`config.mk`:
```
export PLATFORM = sky130hd
export DESIGN_NAME = ram_port_arbiter
export DESIGN_NICKNAME = d
export VERILOG_FILES = /design/src/rtl/ram_port_arbiter.sv
export SDC_FILE = /design/constraint.sdc
export NUM_CORES = 1
export LEC_CHECK = 0
export BUFFER_PORTS_ARGS = -buffer_cell sky130_fd_sc_hd__buf_2
export CAP_MARGIN = 20
export CORE_MARGIN = 2
export CORE_UTILIZATION = 45
export DETAILED_ROUTE_END_ITERATION = 10
export PLACE_DENSITY_LB_ADDON = 0.12
export SYNTH_ARGS = -nofsm -noshare
export SYNTH_HDL_FRONTEND = slang
export SYNTH_SLANG_ARGS = --single-unit
```
`constraint.sdc`:
```
create_clock -name ram_clk -period 2 [get_ports ram_clk]
set_input_delay 0.4 -clock ram_clk [delete_from_list [all_inputs] [get_ports ram_clk]]
set_output_delay 0.4 -clock ram_clk [all_outputs]
set_load 0.02 [all_outputs]
```
`src/rtl/ram_port_arbiter.sv`:
```
// ram_port_arbiter
// Responder side of the req/ready memory handshake for the stage12 and stage3
// pipeline ports. Both ports share one single-port synchronous RAM with a
// one-cycle read latency. The arbiter serves one access at a time through a
// three-state FSM (IDLE -> ACCESS -> RESP). All port and RAM outputs are
// registered.
//
// Optional feature, enabled by defining RAM_ARB_ROUND_ROBIN_EN:
//   When both ports are eligible on the same cycle, grant the port that was
//   not granted last (round robin). When the macro is undefined, stage12
//   always wins ties (fixed priority).
module ram_port_arbiter #(
    parameter int ADDR_WIDTH = 16,
    parameter int DATA_WIDTH = 8
) (
    input  logic                  ram_clk,
    input  logic                  rst,

    input  logic                  stage12_req,
    input  logic                  stage12_write,
    input  logic [ADDR_WIDTH-1:0] stage12_address,
    input  logic [DATA_WIDTH-1:0] stage12_data_in,
    output logic                  stage12_ready,
    output logic [DATA_WIDTH-1:0] stage12_data_out,

    input  logic                  stage3_req,
    input  logic                  stage3_write,
    input  logic [ADDR_WIDTH-1:0] stage3_address,
    input  logic [DATA_WIDTH-1:0] stage3_data_in,
    output logic                  stage3_ready,
    output logic [DATA_WIDTH-1:0] stage3_data_out,

    output logic                  ram_write_enable,
    output logic [ADDR_WIDTH-1:0] ram_address,
    output logic [DATA_WIDTH-1:0] ram_data_in,
    input  logic [DATA_WIDTH-1:0] ram_data_out
);

    typedef enum logic [1:0] {
        IDLE   = 2'd0,
        ACCESS = 2'd1,
        RESP   = 2'd2
    } state_t;

    state_t state;

    // A port may only be accepted again after it has been seen with req low,
    // so a request left high after its ready pulse is not served twice.
    logic armed12;
    logic armed3;

    // Port currently being served (1 = stage3) and whether it is a write.
    logic cur_is3;
    logic cur_write;

`ifdef RAM_ARB_ROUND_ROBIN_EN
    // Port granted most recently (1 = stage3); used only to break ties.
    logic last_grant;
`endif

    logic                  elig12;
    logic                  elig3;
    logic                  grant_any;
    logic                  grant3;
    logic                  sel_write;
    logic [ADDR_WIDTH-1:0] sel_address;
    logic [DATA_WIDTH-1:0] sel_data;

    assign elig12    = stage12_req & armed12;
    assign elig3     = stage3_req & armed3;
    assign grant_any = elig12 | elig3;

    // Pick the port to grant this cycle; only ties need a policy.
    always_comb begin
        grant3 = elig3 & ~elig12;
        if (elig12 && elig3) begin
`ifdef RAM_ARB_ROUND_ROBIN_EN
            grant3 = ~last_grant;
`else
            grant3 = 1'b0;
`endif
        end
    end

    assign sel_write   = grant3 ? stage3_write   : stage12_write;
    assign sel_address = grant3 ? stage3_address : stage12_address;
    assign sel_data    = grant3 ? stage3_data_in : stage12_data_in;

    // Arbitration FSM driving registered RAM controls, port responses and armed flags.
    always_ff @(posedge ram_clk or posedge rst) begin
        if (rst) begin
            state            <= IDLE;
            stage12_ready    <= 1'b0;
            stage3_ready     <= 1'b0;
            stage12_data_out <= '0;
            stage3_data_out  <= '0;
            ram_write_enable <= 1'b0;
            ram_address      <= '0;
            ram_data_in      <= '0;
            armed12          <= 1'b1;
            armed3           <= 1'b1;
            cur_is3          <= 1'b0;
            cur_write        <= 1'b0;
`ifdef RAM_ARB_ROUND_ROBIN_EN
            last_grant       <= 1'b1;
`endif
        end else begin
            // Ready is a single-cycle pulse; it is only raised in RESP.
            stage12_ready <= 1'b0;
            stage3_ready  <= 1'b0;

            // Any cycle with req low re-arms the port for its next request.
            if (!stage12_req) armed12 <= 1'b1;
            if (!stage3_req)  armed3  <= 1'b1;

            case (state)
                IDLE: begin
                    if (grant_any) begin
                        ram_address      <= sel_address;
                        ram_data_in      <= sel_data;
                        ram_write_enable <= sel_write;
                        cur_is3          <= grant3;
                        cur_write        <= sel_write;
                        if (grant3) armed3  <= 1'b0;
                        else        armed12 <= 1'b0;
`ifdef RAM_ARB_ROUND_ROBIN_EN
                        last_grant       <= grant3;
`endif
                        state            <= ACCESS;
                    end
                end

                ACCESS: begin
                    // The RAM samples address/we on this edge; drop we so the
                    // write lands exactly once.
                    ram_write_enable <= 1'b0;
                    state            <= RESP;
                end

                RESP: begin
                    // Read data is valid now; writes leave data_out untouched.
                    if (cur_is3) begin
                        stage3_ready <= 1'b1;
                        if (!cur_write) stage3_data_out <= ram_data_out;
                    end else begin
                        stage12_ready <= 1'b1;
                        if (!cur_write) stage12_data_out <= ram_data_out;
                    end
                    state <= IDLE;
                end

                default: begin
                    ram_write_enable <= 1'b0;
                    state            <= IDLE;
                end
            endcase
        end
    end

endmodule

```
==> results of run 1 <==
layout make-up:
cell class	instances	area, um2
Tap cell	52	65.1
Multi-Input combinational cell	85	790
Clock buffer	6	82.6
Fill cell	354	1610
Clock inverter	2	37.5
Inverter	4	15.0
Sequential cell	49	1230
Timing Repair Buffer	111	586
kinds of logic (layout without fill, tap and decap cells):
logic type / count (synthesis) / count (layout) / synth area share
buf+inv: 12 / 123 / 0.0341
mux: 16 / 16 / 0.101
compound gates: 33 / 33 / 0.163
flops: 49 / 49 / 0.588
simple gates: 36 / 36 / 0.114
cell usage in the layout (no fill, tap or decap):
master	instances
sky130_fd_sc_hd__a211oi_2	1
sky130_fd_sc_hd__a211oi_4	1
sky130_fd_sc_hd__a21oi_1	1
sky130_fd_sc_hd__a22oi_1	1
sky130_fd_sc_hd__and2_1	1
sky130_fd_sc_hd__and2_4	1
sky130_fd_sc_hd__and3_1	1
sky130_fd_sc_hd__and3b_1	1
sky130_fd_sc_hd__and4bb_2	1
sky130_fd_sc_hd__buf_12	1
sky130_fd_sc_hd__buf_2	104
sky130_fd_sc_hd__buf_4	6
sky130_fd_sc_hd__bufinv_16	1
sky130_fd_sc_hd__clkbuf_8	6
sky130_fd_sc_hd__clkinvlp_4	1
sky130_fd_sc_hd__dfrtp_1	47
sky130_fd_sc_hd__dfstp_2	2
sky130_fd_sc_hd__inv_1	3
sky130_fd_sc_hd__inv_2	1
sky130_fd_sc_hd__mux2_1	6
sky130_fd_sc_hd__mux2_2	2
sky130_fd_sc_hd__mux2_4	8
sky130_fd_sc_hd__nand2_1	3
sky130_fd_sc_hd__nand2b_1	25
sky130_fd_sc_hd__nand3_2	1
sky130_fd_sc_hd__nor2b_1	1
sky130_fd_sc_hd__nor3b_2	1
sky130_fd_sc_hd__o21ai_0	5
sky130_fd_sc_hd__o221a_2	24
sequential cells by signal, summed over array words and instances, names as in the netlist:
name	cells
cur_is3	1
ram_write_enable	1
armed12	1
stage3_ready	1
cur_write	1
ram_data_in	8
state	2
armed3	1
stage12_data_out	8
stage12_ready	1
stage3_data_out	8
ram_address	16
metrics by stage:
| stage | total power [mW] | hold slack [ps] | instances |
|---|---|---|---|
| 5_1_grt | 4.94 | 162 | 309 |
| 2_1_floorplan | 3.23 | 439 | 146 |
| 3_5_place_dp | 3.94 | 469 | 301 |
| 3_3_place_gp | 3.89 | 470 | 301 |
| 4_1_cts | 4.69 | 139 | 309 |
| 6_report | 4.62 | 138 | 309 |
critical path: cells and delay by family (launching register included):
kind             cells  cell delay, ps
and+or+nand+nor      2             660
DFF                  1             510
muxes                1             390
metal layers:
layer	wire length, um	vias up	global-route usage
met4	62	0	0.0566
met3	394	7	0.0542
met5	0	-	0
li1	-	764	-
met2	2080	76	0.302
met1	2050	749	0.246
cells in the mapped netlist:
cell / n
sky130_fd_sc_hd__dfrtp_1: 47
sky130_fd_sc_hd__nand2b_1: 25
sky130_fd_sc_hd__o221a_2: 24
sky130_fd_sc_hd__mux2_4: 8
sky130_fd_sc_hd__mux2_1: 6
sky130_fd_sc_hd__o21ai_0: 5
sky130_fd_sc_hd__buf_4: 4
sky130_fd_sc_hd__inv_1: 4
sky130_fd_sc_hd__buf_2: 3
sky130_fd_sc_hd__nand2_1: 3
sky130_fd_sc_hd__dfstp_2: 2
sky130_fd_sc_hd__mux2_2: 2
sky130_fd_sc_hd__a211oi_2: 1
sky130_fd_sc_hd__a211oi_4: 1
sky130_fd_sc_hd__a21oi_1: 1
sky130_fd_sc_hd__a22oi_1: 1
sky130_fd_sc_hd__and2_1: 1
sky130_fd_sc_hd__and2_4: 1
sky130_fd_sc_hd__and3_1: 1
sky130_fd_sc_hd__and3b_1: 1
sky130_fd_sc_hd__and4bb_2: 1
sky130_fd_sc_hd__buf_6: 1
sky130_fd_sc_hd__nand3_2: 1
sky130_fd_sc_hd__nor2b_1: 1
sky130_fd_sc_hd__nor3b_2: 1
power by group through the flow:
stage	clock network (mW)	logic [mW]	registers, mW
global route	0.798	2.31	1.83
finish	0.730	2.14	1.76
floorplan	0	0.954	2.27
CTS	0.756	2.17	1.76
detailed placement	0	2.18	1.77
global placement	0	2.12	1.77
worst min-delay path by stage:
stage,endpoint,depth (start not counted)
4_1_cts,ram_data_in[3],3
2_1_floorplan,armed12,1
6_report,ram_data_in[3],3
3_5_place_dp,stage3_data_out[3],3
5_1_grt,ram_address[0],3
3_3_place_gp,stage3_data_out[3],3
==> impl_metrics.toml, run 1 <==
[global_routing]
grt_pass1_wl_mm = 7.56
grt_antenna_before_repair = 0
first_global_vias = 1573
largest_net_degree_at_the_start_of_global_routing = 26
grtUsageTotal = 0.187
grt_remaining_overflow = 0

[critical_path]
rr_startpoint = "state[1]"
timing.critical_path.cells = "nor3b_2 -> and2_1 -> mux2_2"
cp_max_fo = 8
ff2ff_path_depth = 3
worst_setup_start_kind = "register"
setup.worst_path.class = "register to register"
worst_path_max_delay_cell = "sky130_fd_sc_hd__dfrtp_1"
worst-endpoint-arrival_ps = 1860
timing.reg2reg.setup_slack_ps = 330
endpoint_kind = "register"
worst_path_largest_cell_delay_ps = 510
reg2reg_to = "stage12_data_out[1]"
crit_path_to = "stage12_data_out[1]"
data_required_time_of_the_worst_path_ps = 2190
worstSetupStartpoint = "state[1]"

[detailed_routing]
remaining_drc_errors = 0
postRouteWirelength_mm = 4.58
wl_per_cell_um = 14.8
drt_pre_antenna_iters = 4
avgViaCountPerCell = 5.17
antenna_left = 0
drtIter0Drc = 107
vias = 1596

[die]
die_height_um = 72.1
num_io_pins = 105
die_width_um = 72.1
dieArea_mm2 = 0.00520
placementRows = 24
floorplan.initialDensity = 0.473
fp.coreArea_mm2 = 0.00441

[placed_design]
dp_worst_setup_slack_ps = 365
io_buffer_count = 104
globalplace.congestion = 0.746
place_hpwl_mm = 3.42
placement.cell_area_mm2 = 0.00268

[timing]
finalWorstPathRequiredPeriod_ps = 1670
final-hold-violation-count = 0
setup_viol = 0
final_min_period_over_clock_period = 0.834
timing_max_transition_violations_final = 0
worst-slew-pin-transition_ps = 432
max_clock_freq_mhz = 599
finalSetupTns_ps = 0
rsz0062_at_grt = "no"
worst_clock_skew_ps = 4.32
slew-limit-headroom = 0.712
layout_setup_ws_ps = 331

[pwr]
leakage_nw = 1.34
p_clk_frac = 0.158
power.density_cell_area_mw_per_mm2 = 1650
p_sw_mw = 1.76
peakVddDrop_mv = 0.702
p_comb_frac = 0.462
power_report.internal_total_mw = 2.87
fraction_of_power_spent_switching_nets = 0.380
fraction_of_power_consumed_by_sequential_logic = 0.380

[cells_and_area]
finish.utilization = 0.635
area_growth_syn_to_layout_pct = 34.2
drive_above_1_share = 0.630
final_cell_area_mm2 = 0.00280
finish.net_count = 318
number_of_inserted_diodes = 0

[synth]
top_cells_by_area_in_the_synthesized_netlist = "sky130_fd_sc_hd__dfrtp_1, sky130_fd_sc_hd__o221a_2, sky130_fd_sc_hd__nand2b_1"
synth.yosys.warnings = 0
avg_cell_area_syn_um2 = 14.3
yosys.area.top_type_share = 0.563
postSynthNetCount = 208
synthCells = 146
ys_seq_elements = 49
yosysSeqAreaShare = 0.588
netlist.top_cell.by_area = "sky130_fd_sc_hd__dfrtp_1"
post_synthesis_cell_area_mm2 = 0.00209
yosysUniqueCellTypes = 25

[clock_network]
cts.root.buffer_cell = "sky130_fd_sc_hd__clkbuf_8"
clk_pin_slew_worst_paths_ps = 90
cts_buffers = 5
cts.sinks = 49
cts.path.max_buffers = 2
clk-insertion-delay-late_ps = 300
cts.hold.buffers_added = 0
tritoncts = "built"
cts_setup_buffers = 0
cts_htree_levels = 2
cts_resized = 0

[status]
status = "completed"

[flow_run]
max_cap_viol_count = 0

[worst_hold_path]
hold_path_class = "input pin to asynchronous set/reset pin"
(Power assumes the default switching activity.)
==> run 2: changes to the inputs <==
ABC_AREA = 1   (was default)
clock period = 1.74 ns   (was 2 ns; I/O delays follow)
==> impl_metrics.toml, run 2 <==
[critical_path]
worst-endpoint-arrival_ps = 1740
data_required_time_of_the_worst_path_ps = 1990
endpoint_kind = "register"
worst_setup_start_kind = "register"
setup.worst_path.class = "register to register"
cp_max_fo = 24

[synth]
postSynthNetCount = 369
synthCells = 307
yosys.cell_count.top_type = "sky130_fd_sc_hd__nand2_1"
synth-edff-count = 0
post_synthesis_cell_area_mm2 = 0.00234
yosysSeqAreaShare = 0.525
yosys.area.top_type_share = 0.503
ys_dominant_reg_cell = "sky130_fd_sc_hd__dfrtp_1"
top_cells_by_area_in_the_synthesized_netlist = "sky130_fd_sc_hd__dfrtp_1, sky130_fd_sc_hd__nand2_1, sky130_fd_sc_hd__nand3_1"
ys_top_cells_by_count = "sky130_fd_sc_hd__nand2_1, sky130_fd_sc_hd__inv_1, sky130_fd_sc_hd__nand3_1, sky130_fd_sc_hd__dfrtp_1, sky130_fd_sc_hd__o21ai_0"
yosysUniqueCellTypes = 16
synth-async-reset-ratio = 1.00
avg_cell_area_syn_um2 = 7.62
ys_seq_elements = 49
synth.yosys.warnings = 0
netlist.top_cell.by_area = "sky130_fd_sc_hd__dfrtp_1"

[cells_and_area]
multi_input_comb_area_um2 = 792
max_flop_register = "ram_address"
finish.net_count = 473
final-seq-area_mm2 = 0.00123
drive_above_1_share = 0.308
filler_cell_count = 506
area_growth_syn_to_layout_pct = 28.9
final_common_cell = "sky130_fd_sc_hd__buf_2"
largest_reg_flops = 16
most-common-layout-cells = "sky130_fd_sc_hd__buf_2, sky130_fd_sc_hd__nand2_1, sky130_fd_sc_hd__inv_1"
number_of_inserted_diodes = 0

[worst_hold_path]
hold_path_class = "input pin to asynchronous set/reset pin"

[clock_network]
cts_htree_levels = 2
clk-insertion-delay-late_ps = 300
clk_pin_slew_worst_paths_ps = 90
cts.sinks = 49
cts_resized = 0
cts.path.max_buffers = 2
cts_setup_buffers = 0
cts.hold.buffers_added = 0
cts_buffers = 5
tritoncts = "built"
cts.root.buffer_cell = "sky130_fd_sc_hd__clkbuf_8"

[die]
die_height_um = 76.1
num_io_pins = 105
die_width_um = 76.1
fp.coreArea_mm2 = 0.00507
placementRows = 26
dieArea_mm2 = 0.00579
floorplan.initialDensity = 0.461

[timing]
max_clock_freq_mhz = 670
final_min_period_over_clock_period = 0.858
finalSetupTns_ps = 0
worst_clock_skew_ps = 6.38
rsz0062_at_grt = "no"
setup_viol = 0
timing_max_transition_violations_final = 0
worst-slew-pin-transition_ps = 450
slew-limit-headroom = 0.699
finalWorstPathRequiredPeriod_ps = 1490
whs_ps = 58.8
final-hold-violation-count = 0

[global_routing]
grt_antenna_before_repair = 0
grt_pass1_wl_mm = 9.36
first_global_vias = 2058
grtUsageTotal = 0.197
grt_remaining_overflow = 0
largest_net_degree_at_the_start_of_global_routing = 50

[pwr]
power.density_cell_area_mw_per_mm2 = 1720
peakVddDrop_mv = 0.783
leakage_nw = 1.88

[flow_run]
max_cap_viol_count = 0

[detailed_routing]
drtIter0Drc = 117
antenna_left = 0
remaining_drc_errors = 0
avgViaCountPerCell = 4.60
vias = 2215
postRouteWirelength_mm = 5.35
wl_per_cell_um = 11.1
drt_pre_antenna_iters = 5

[placed_design]
globalplace.congestion = 0.745
place_hpwl_mm = 3.91
io_buffer_count = 104

[status]
status = "completed"
## run 2: cell types whose count changed after synthesis, moves of 8 or more
cell                       change
sky130_fd_sc_hd__o221a_2      -24
sky130_fd_sc_hd__inv_1        +57
sky130_fd_sc_hd__o21ai_0      +12
sky130_fd_sc_hd__nand2_1      +99
sky130_fd_sc_hd__nand3_1      +51
sky130_fd_sc_hd__nand2b_1     -25
sky130_fd_sc_hd__mux2_4        -8
## run 2: kinds of logic (layout without fill, tap and decap cells)
family	count (synthesis)	in the layout	share of synthesized area
buffers and inverters	76	181	0.136
AOI/OAI and AO/OA	18	18	0.0433
DFF	49	49	0.525
and+or+nand+nor	164	164	0.295
## run 2: power breakdown
| group | internal, mW | total (mW) | switching, mW |
|---|---|---|---|
| logic | 0.828 | 2.49 | 1.67 |
| clock network | 0.286 | 0.679 | 0.393 |
| registers | 1.71 | 2.00 | 0.290 |
| total | 2.82 | 5.18 | 2.35 |
## run 2: layout make-up
| class | count | share of cell area |
|---|---|---|
| clock buffers | 5 | 0.0228 |
| clock inverters | 3 | 0.00747 |
| inverters | 63 | 0.0785 |
| multi-input cells | 182 | 0.263 |
| flip-flops and latches | 49 | 0.408 |
| well taps | 70 | 0.0291 |
| repair buffers | 110 | 0.192 |
## run 2: stage by stage
step           cells  instance area (um2)   util  worst slack, ps  power [mW]
5_1_grt          482                 3010  0.594              130        5.60
3_3_place_gp     474                 2920  0.576              303        4.50
6_report         482                 3010  0.594              248        5.18
2_1_floorplan    307                 2340      -              222        3.74
4_1_cts          482                 3010  0.594              247        5.23
3_5_place_dp     474                 2920  0.576              263        4.55
## run 2: layer usage
layer | vias to the layer above | global-route usage | routed length [um]
met5 | - | 0 | 0
met4 | 0 | 0.0691 | 93
met3 | 9 | 0.0509 | 370
met2 | 80 | 0.322 | 2470
met1 | 1001 | 0.257 | 2420
li1 | 1125 | - | -
## run 2: worst max-delay path, cell delays in order, from the launching register on
cell	delay, ps
sky130_fd_sc_hd__dfstp_2	540
sky130_fd_sc_hd__nand2_1	120
sky130_fd_sc_hd__inv_2	160
sky130_fd_sc_hd__nand2_2	300
sky130_fd_sc_hd__nand2_1	150
sky130_fd_sc_hd__nand3_1	90
sky130_fd_sc_hd__nand2_1	70
## run 2: final timing paths
check / start / endpoint / slack (ps) / cells past startpoint
worst max-delay path: armed3 / ram_data_in[5] / 250 / 6
worst min-delay path: rst / ram_address[1] / 60 / 3
worst max register to register: armed3 / ram_data_in[5] / 250 / 6
worst min register to register: cur_is3 / stage12_ready / 450 / 1
max in group asynchronous: rst / armed12 / 1390 / 3
min in group ram_clk: stage3_req / armed3 / 180 / 2
==> run 3: changes to the inputs <==
ABC_AREA = 0   (was 1)
CORE_MARGIN = default   (was 2)
==> impl_metrics.toml, run 3 (same netlist as run 1, synthesis figures left out) <==
[placed_design]
place_hpwl_mm = 3.30
post-place-cells = 301
io_buffer_count = 104
placement.cell_area_mm2 = 0.00270
globalplace.congestion = 0.742

[cells_and_area]
final_common_cell = "sky130_fd_sc_hd__buf_2"
most-common-layout-cells = "sky130_fd_sc_hd__buf_2, sky130_fd_sc_hd__dfrtp_1, sky130_fd_sc_hd__nand2b_1"
drive_above_1_share = 0.630
area_growth_syn_to_layout_pct = 34.6
finish.net_count = 318
filler_cell_count = 343
stdcell_count = 309
final_cell_area_mm2 = 0.00281
max_flop_register = "ram_address"
number_of_inserted_diodes = 0
largest_reg_flops = 16

[critical_path]
setup.worst_path.class = "register to register"
rr_startpoint = "state[0]"
data_required_time_of_the_worst_path_ps = 1930
cp_max_fo = 8
worst-endpoint-arrival_ps = 1790
worst_setup_start_kind = "register"
endpoint_kind = "register"
reg2reg_to = "stage12_data_out[1]"
ff2ff_path_depth = 3
timing.reg2reg.setup_slack_ps = 140

[die]
placementRows = 24
fp.coreArea_mm2 = 0.00441
die_width_um = 70.1
die_height_um = 70.1
floorplan.initialDensity = 0.473
dieArea_mm2 = 0.00492
num_io_pins = 105

[timing]
slew-limit-headroom = 0.729
max_clock_freq_mhz = 626
final_min_period_over_clock_period = 0.919
finalSetupTns_ps = 0
rsz0062_at_grt = "no"
setup_viol = 0
worst_clock_skew_ps = 10.0
worst-slew-pin-transition_ps = 406
final-hold-violation-count = 0
finalWorstPathRequiredPeriod_ps = 1600
whs_ps = 35.4
timing_max_transition_violations_final = 0

[global_routing]
largest_net_degree_at_the_start_of_global_routing = 34
grtUsageTotal = 0.191
grt_remaining_overflow = 0
first_global_vias = 1515
grt_antenna_before_repair = 0
grt_pass1_wl_mm = 7.30

[clock_network]
cts_htree_levels = 2
clk-insertion-delay-late_ps = 300
cts_buffers = 5
cts.sinks = 49
cts.hold.buffers_added = 0
tritoncts = "built"
cts_resized = 0
cts_setup_buffers = 0
cts.root.buffer_cell = "sky130_fd_sc_hd__clkbuf_8"
clk_pin_slew_worst_paths_ps = 90
cts.path.max_buffers = 2

[detailed_routing]
antenna_left = 0
drt_pre_antenna_iters = 4
postRouteWirelength_mm = 4.43
remaining_drc_errors = 0
vias = 1547
drtIter0Drc = 80
wl_per_cell_um = 14.3
avgViaCountPerCell = 5.01

[pwr]
leakage_nw = 1.34
peakVddDrop_mv = 0.864
power.density_cell_area_mw_per_mm2 = 1880

[status]
status = "completed"

[worst_hold_path]
hold_path_class = "input pin to asynchronous set/reset pin"

[flow_run]
max_cap_viol_count = 0
## run 3: cell types whose count changed in the layout (fill, tap and decap cells not counted), moves of 6 or more
cell                       delta
sky130_fd_sc_hd__o221a_2     +24
sky130_fd_sc_hd__mux2_1       +6
sky130_fd_sc_hd__nor2_1       -7
sky130_fd_sc_hd__o21ai_0     -12
sky130_fd_sc_hd__mux2_4       +8
sky130_fd_sc_hd__nand3_1     -51
sky130_fd_sc_hd__nand2_1     -99
sky130_fd_sc_hd__inv_1       -57
sky130_fd_sc_hd__nand2b_1    +25
## run 3: critical path, cell delays in order, from the launching register on
cell and delay [ps]:
sky130_fd_sc_hd__dfrtp_1 490, sky130_fd_sc_hd__nor3b_2 230, sky130_fd_sc_hd__and2_1 400, sky130_fd_sc_hd__mux2_2 380
## run 3: cell type report
| cell class | instances | area [um2] | share of cell area |
|---|---|---|---|
| repair buffers | 111 | 598 | 0.213 |
| clock inverters | 3 | 46.3 | 0.0165 |
| well taps | 52 | 65.1 | 0.0231 |
| flip-flops and latches | 49 | 1230 | 0.437 |
| clock buffers | 5 | 68.8 | 0.0245 |
| multi-input cells | 85 | 790 | 0.281 |
| inverters | 4 | 15.0 | 0.00534 |
## run 3: metrics by stage
stage	power (mW)	utilization	worst slack, ps
CTS	5.35	0.637	128
finish	5.29	0.637	142
global placement	4.49	0.611	221
detailed placement	4.53	0.611	139
floorplan	3.71	-	222
global route	5.62	0.637	29.5
## run 3: per-layer routing
layer  share of wire  GRT usage  vias to the layer above
met2            0.46      0.293                       67
li1                -          -                      758
met3           0.056     0.0418                        5
met5               0          0                        -
met4          0.0095     0.0644                        0
met1            0.48      0.270                      717
## run 3: how the worst max path moves through the flow
| stage | start | end | slack, ps | cells past startpoint |
|---|---|---|---|---|
| global placement | state[0] | stage12_data_out[4] | 220 | 3 |
| global route | state[0] | stage12_data_out[6] | 30 | 3 |
| CTS | state[0] | stage12_data_out[2] | 130 | 3 |
| floorplan | rst | cur_is3 | 220 | 1 |
| detailed placement | state[0] | stage12_data_out[1] | 140 | 3 |
| finish | state[0] | stage12_data_out[1] | 140 | 3 |
## run 3: power breakdown
group	total (mW)	internal (mW)	switching, mW
logic	2.48	1.15	1.33
clock network	0.807	0.430	0.377
registers	2.00	1.70	0.305
